### config.mk
export PLATFORM = sky130hd
export DESIGN_NAME = battleship_turn_ctrl
export DESIGN_NICKNAME = d
export VERILOG_FILES = /design/src/rtl/battleship_turn_ctrl.sv
export SDC_FILE = /design/constraint.sdc
export NUM_CORES = 1
export LEC_CHECK = 0
export ABC_AREA = 1
export BUFFER_PORTS_ARGS = -buffer_cell sky130_fd_sc_hd__buf_4
export CORE_MARGIN = 4
export CORE_UTILIZATION = 56
export DETAILED_ROUTE_END_ITERATION = 12
export PLACE_DENSITY = 0.83
export SYNTH_ARGS = -nofsm -noshare
export SYNTH_HDL_FRONTEND = slang
export SYNTH_SLANG_ARGS = --single-unit
export TNS_END_PERCENT = 50
### constraint.sdc
create_clock -name clk -period 3.7 [get_ports clk]
set_clock_uncertainty 0.2 [all_clocks]
set_input_delay 0.37 -clock clk [delete_from_list [all_inputs] [get_ports clk]]
set_output_delay 0.37 -clock clk [all_outputs]
set_load 0.01 [all_outputs]
### src/rtl/battleship_turn_ctrl.sv
// Battleship game sequencer: placement for both players, alternating fire turns,
// and game over. Every board access uses one shared request/acknowledge port.
module battleship_turn_ctrl #(
  parameter int GRID_N = 9,
  parameter int SHIPS  = 5,
  parameter int CNT_W  = 4
) (
  input  logic             clk,
  input  logic             reset,
  input  logic             place_pulse,
  input  logic             fire_pulse,
  input  logic [3:0]       sel_row,
  input  logic [3:0]       sel_col,
  output logic             gr_req,
  output logic             gr_we,
  output logic             gr_board,
  output logic [3:0]       gr_row,
  output logic [3:0]       gr_col,
  output logic [1:0]       gr_wdata,
  input  logic [1:0]       gr_rdata,
  input  logic             gr_ack,
  output logic [1:0]       phase,
  output logic             active_player,
  output logic             busy,
  output logic [CNT_W-1:0] p1_ships,
  output logic [CNT_W-1:0] p2_ships,
  output logic [CNT_W-1:0] p1_hits,
  output logic [CNT_W-1:0] p2_hits,
  output logic [1:0]       winner
);

  localparam logic [2:0] S_IDLE_PLACE  = 3'd0;
  localparam logic [2:0] S_IDLE_BATTLE = 3'd1;
  localparam logic [2:0] S_RD          = 3'd2;
  localparam logic [2:0] S_DECIDE      = 3'd3;
  localparam logic [2:0] S_WR          = 3'd4;
  localparam logic [2:0] S_OVER        = 3'd5;

  localparam logic [1:0] PH_PLACE  = 2'd0;
  localparam logic [1:0] PH_BATTLE = 2'd1;
  localparam logic [1:0] PH_OVER   = 2'd2;

  localparam logic [1:0] C_EMPTY = 2'b00;
  localparam logic [1:0] C_SHIP  = 2'b01;
  localparam logic [1:0] C_MISS  = 2'b10;
  localparam logic [1:0] C_HIT   = 2'b11;

  localparam logic [CNT_W-1:0] LP_SHIPS = CNT_W'(SHIPS);

  logic [2:0]       r_state;
  logic [1:0]       r_phase;
  logic             r_active;
  logic             r_req;
  logic             r_we;
  logic             r_board;
  logic [3:0]       r_row;
  logic [3:0]       r_col;
  logic [1:0]       r_wdata;
  logic [1:0]       r_rdata;
  logic [CNT_W-1:0] r_p1_ships;
  logic [CNT_W-1:0] r_p2_ships;
  logic [CNT_W-1:0] r_p1_hits;
  logic [CNT_W-1:0] r_p2_hits;
  logic [1:0]       r_winner;

  logic             w_in_range;
  logic [CNT_W-1:0] w_ships_next;
  logic [CNT_W-1:0] w_hits_next;

  function automatic logic [CNT_W-1:0] sat_inc(input logic [CNT_W-1:0] v);
    return (v >= LP_SHIPS) ? LP_SHIPS : v + 1'b1;
  endfunction

  assign w_in_range   = (32'(sel_row) < GRID_N) && (32'(sel_col) < GRID_N);
  assign w_ships_next = sat_inc(r_active ? r_p2_ships : r_p1_ships);
  assign w_hits_next  = sat_inc(r_active ? r_p2_hits : r_p1_hits);

  always_ff @(posedge clk or posedge reset) begin
    if (reset) begin
      r_state    <= S_IDLE_PLACE;
      r_phase    <= PH_PLACE;
      r_active   <= 1'b0;
      r_req      <= 1'b0;
      r_we       <= 1'b0;
      r_board    <= 1'b0;
      r_row      <= '0;
      r_col      <= '0;
      r_wdata    <= '0;
      r_rdata    <= '0;
      r_p1_ships <= '0;
      r_p2_ships <= '0;
      r_p1_hits  <= '0;
      r_p2_hits  <= '0;
      r_winner   <= '0;
    end else begin
      case (r_state)
        S_IDLE_PLACE: if (place_pulse && w_in_range) begin
          r_req   <= 1'b1;
          r_we    <= 1'b0;
          r_board <= r_active;
          r_row   <= sel_row;
          r_col   <= sel_col;
          r_state <= S_RD;
        end
        S_IDLE_BATTLE: if (fire_pulse && w_in_range) begin
          r_req   <= 1'b1;
          r_we    <= 1'b0;
          r_board <= ~r_active;
          r_row   <= sel_row;
          r_col   <= sel_col;
          r_state <= S_RD;
        end
        S_RD: if (gr_ack) begin
          r_req   <= 1'b0;
          r_rdata <= gr_rdata;
          r_state <= S_DECIDE;
        end
        S_DECIDE: begin
          // Occupied/already-shot cells end the sequence with no write and no turn change
          if (r_phase == PH_PLACE) begin
            if (r_rdata == C_EMPTY) begin
              r_req   <= 1'b1;
              r_we    <= 1'b1;
              r_wdata <= C_SHIP;
              r_state <= S_WR;
            end else begin
              r_state <= S_IDLE_PLACE;
            end
          end else if (r_rdata == C_SHIP || r_rdata == C_EMPTY) begin
            r_req   <= 1'b1;
            r_we    <= 1'b1;
            r_wdata <= (r_rdata == C_SHIP) ? C_HIT : C_MISS;
            r_state <= S_WR;
          end else begin
            r_state <= S_IDLE_BATTLE;
          end
        end
        S_WR: if (gr_ack) begin
          r_req <= 1'b0;
          r_we  <= 1'b0;
          if (r_phase == PH_PLACE) begin
            if (r_active) r_p2_ships <= w_ships_next;
            else          r_p1_ships <= w_ships_next;
            if (w_ships_next == LP_SHIPS && r_active) begin
              r_phase  <= PH_BATTLE;
              r_active <= 1'b0;
              r_state  <= S_IDLE_BATTLE;
            end else begin
              if (w_ships_next == LP_SHIPS) r_active <= 1'b1;
              r_state <= S_IDLE_PLACE;
            end
          end else if (r_wdata == C_HIT) begin
            if (r_active) r_p2_hits <= w_hits_next;
            else          r_p1_hits <= w_hits_next;
            if (w_hits_next == LP_SHIPS) begin
              r_phase  <= PH_OVER;
              r_winner <= r_active ? 2'b10 : 2'b01;
              r_state  <= S_OVER;
            end else begin
              r_active <= ~r_active;
              r_state  <= S_IDLE_BATTLE;
            end
          end else begin
            r_active <= ~r_active;
            r_state  <= S_IDLE_BATTLE;
          end
        end
        S_OVER: r_state <= S_OVER;
        default: r_state <= S_IDLE_PLACE;
      endcase
    end
  end

  assign gr_req        = r_req;
  assign gr_we         = r_we;
  assign gr_board      = r_board;
  assign gr_row        = r_row;
  assign gr_col        = r_col;
  assign gr_wdata      = r_wdata;
  assign phase         = r_phase;
  assign active_player = r_active;
  assign busy          = (r_state == S_RD) || (r_state == S_DECIDE) || (r_state == S_WR);
  assign p1_ships      = r_p1_ships;
  assign p2_ships      = r_p2_ships;
  assign p1_hits       = r_p1_hits;
  assign p2_hits       = r_p2_hits;
  assign winner        = r_winner;

endmodule

==> flow_metrics.tcl <==
set metrics [dict create \
    crit_chain "inv_2 > or2_1 > o21a_1 > inv_1 > ha_1 > nand3b_1 > nand2_2 > nand2_1 > nor2_2 > nand2_1 > o21ai_2" \
    syn_area_per_cell_um2 8.438 \
    start_kind "flop" \
    slew_viol_final 0 \
    cts_tree "done" \
    drtIter0Drc 118 \
    rrSetupSlack_ns 1.35 \
    max_freq_ghz 0.4253 \
    rows 22 \
    min_path_type "input pin to flop" \
    drt_wl_total_um 4644 \
    vias 1884 \
    synth_nets 279 \
    diodes 0 \
    synth_top_family_by_area "simple AND/OR/NAND/NOR gates" \
    synth_xor_area_frac 0.01609 \
    end_kind "flop" \
    worstMarginPinSlew_ns 1.087 \
    critPathBufInv 2 \
    clk_pin_slew_worst_paths_ns 0.07 \
    port_buffers 49 \
    crit_fanout 16 \
    die_y_um 70.35 \
    ctsResizeCount 0 \
    yosys_warnings 0 \
    timing.hold.ws_ns 0.1170 \
    cp_slowest_cell "dfrtp_1" \
    total_leakage_power_nw 1.479 \
    max_slew_margin 0.2746 \
    nFillCells 306 \
    nets 335 \
    grt_max_degree 31 \
    cts_hold_buf 0 \
    grt_overflow 0 \
    grt_antenna_before_repair 0 \
    synthAdderAreaFrac 0.03448 \
    netlist_instances 258 \
    grt_pass1_wl_um 8017 \
    htreeDepth 2 \
    synth_edf_count 0 \
    clockRootBuffer "clkbuf_8" \
    ys.flop_type "dfrtp_1" \
    drive_above_1_share 0.2875 \
    grt_util_all_layers 0.1993 \
    synth_compound_area_frac 0.1144 \
    powerDensity_nw_per_um2 672.9 \
    syn2layout_area_growth_pct 22.82 \
    drc_errors 0 \
    status "completed" \
    worstPathRequired_ns 3.71 \
    gr-usage-met3 0.05612 \
    yosysSeqAreaShare 0.4483 \
    cts_max_path_buffers 2 \
    finalSetupViolations 0 \
    final_util 0.7195 \
    die_x_um 70.35 \
    pin_count 50 \
    cts_setup_buffers 0 \
    rsz0062_at_grt "false" \
    place_hpwl_um 3558 \
    clkLatencyLatePin_ns 0.28 \
    ys_seq_elements 39 \
    yosysUniqueCellTypes 35 \
    r2r_end "p2_hits[3]" \
    cp_slowest_stage_delay_ns 0.71 \
    grt_use_met2 0.3212 \
    syn_area_um2 2177 \
    crit_top_cell "nand2_1" \
    crit_path_start "active_player" \
    post-route-period-util 0.6355 \
    numCtsBuffers 5 \
    drtAntennaViolNets 0 \
    core_area_um2 3716 \
    clock_sinks 39 \
    start_util 0.5859 \
    fin_tns_setup_ns 0 \
    worst_r2r_path_depth 11 \
    grt_pass1_vias 1769 \
    reg2reg_from "active_player" \
    met1_usage 0.2651 \
    async_flop_share 1.000 \
    arrival_ns 2.36 \
    yosys.area_share.simple 0.3161 \
    crit_end "p2_hits[3]" \
    cp_top_family "simple AND/OR/NAND/NOR gates" \
    finalCriticalPeriod_ns 2.351 \
    finalWeightedCongestion 0.8927 \
    drv_cap 0 \
    final_hold_viol_count 0 \
    die-area_um2 4949 \
    muxShareOfSynthArea 0.005172 \
    crit_type "flop to flop" \
    busiest_layer "met2" \
    irDropWorstVdd_uv 407.9 \
    cp.depth 11 \
    wl_per_cell_um 12.86 \
    viasPerCell 5.219 \
    drtPass1Iterations 4 \
]
==> power by group <==
| group | internal [mW] | total, mW | switching, mW | leakage (nW) |
|---|---|---|---|---|
| Clock | 0.125 | 0.256 | 0.131 | 0.0371 |
| Sequential | 0.539 | 0.652 | 0.113 | 0.481 |
| Combinational | 0.358 | 0.891 | 0.534 | 0.961 |
| Total | 1.02 | 1.80 | 0.777 | 1.48 |
==> placed cells by master, fill, tap and decap left out, types with 2 or more instances in the layout <==
cell type | Yosys | final
a21oi_1 | 3 | 3
a31oi_1 | 7 | 7
buf_4 | 1 | 51
clkbuf_8 | 0 | 5
dfrtp_1 | 39 | 39
ha_1 | 6 | 6
inv_1 | 27 | 27
inv_2 | 6 | 6
nand2_1 | 76 | 76
nand2_2 | 5 | 5
nand2_4 | 4 | 4
nand3_1 | 17 | 17
nand3_2 | 2 | 2
nand4_1 | 3 | 3
nor2_1 | 14 | 14
nor2_2 | 4 | 4
nor2_8 | 3 | 3
o21ai_0 | 11 | 11
o21ai_1 | 6 | 6
o21ai_2 | 4 | 4
o22ai_1 | 2 | 2
or2_1 | 2 | 2
xor2_1 | 3 | 3
==> area by class of cell <==
class	instances	area, um^2	share of cell area
multi-input cells	184	1059	0.3959
flip-flops and latches	39	975.9	0.3650
repair buffers	51	382.9	0.1432
inverters	33	123.9	0.04633
clock buffers	6	72.57	0.02714
well taps	48	60.06	0.02246
==> logic make-up after synthesis <==
family          count (synthesis)
fa+ha+maj                       6
flops                          39
compound gates                 38
mux                             1
xor+xnor                        4
simple gates                  135
buf+inv                        35
==> Yosys cell counts (5+ instances only) <==
cell     count  area share
nand3_1     17       0.039
o21ai_1      6       0.014
o21ai_0     11       0.025
inv_1       27       0.047
ha_1         6       0.034
inv_2        6       0.010
dfrtp_1     39        0.45
a31oi_1      7       0.020
nand2_1     76        0.13
nand2_2      5       0.014
nor2_1      14       0.024
==> sequential cells by signal, summed over array words and instances (netlist names) <==
register       count
phase              2
gr_row             4
p1_hits            4
r_rdata            2
gr_col             4
winner             2
p2_ships           4
p1_ships           4
active_player      1
gr_we              1
gr_board           1
gr_req             1
r_state            3
gr_wdata           2
p2_hits            4
==> how the worst min path moves through the flow <==
stage	startpoint	endpoint	cells past startpoint
2_1_floorplan	gr_ack	r_state[1]	1
3_3_place_gp	gr_row[0]	gr_row[0]	2
3_5_place_dp	gr_col[0]	gr_col[0]	2
4_1_cts	gr_rdata[0]	r_rdata[0]	2
5_1_grt	sel_col[3]	gr_col[3]	3
6_report	gr_rdata[0]	r_rdata[0]	2
==> per-stage QoR <==
| step | area, um^2 | worst slack (ns) | total power, mW | cells |
|---|---|---|---|---|
| 2_1_floorplan | 2177 | 1.783 | 1.281 | 258 |
| 3_3_place_gp | 2601 | 1.492 | 1.522 | 355 |
| 3_5_place_dp | 2601 | 1.351 | 1.549 | 355 |
| 4_1_cts | 2674 | 1.337 | 1.815 | 361 |
| 5_1_grt | 2674 | 1.124 | 1.950 | 361 |
| 6_report | 2674 | 1.349 | 1.799 | 361 |
==> metal layers <==
metal / up-vias / wire length, um / part of all wire
met5: - / 0 / 0
li1: 946 / - / -
met1: 874 / 2076 / 0.45
met4: 0 / 40 / 0.0086
met3: 5 / 312 / 0.067
met2: 59 / 2215 / 0.48
No activity file was read; power rests on OpenSTA's default activity.
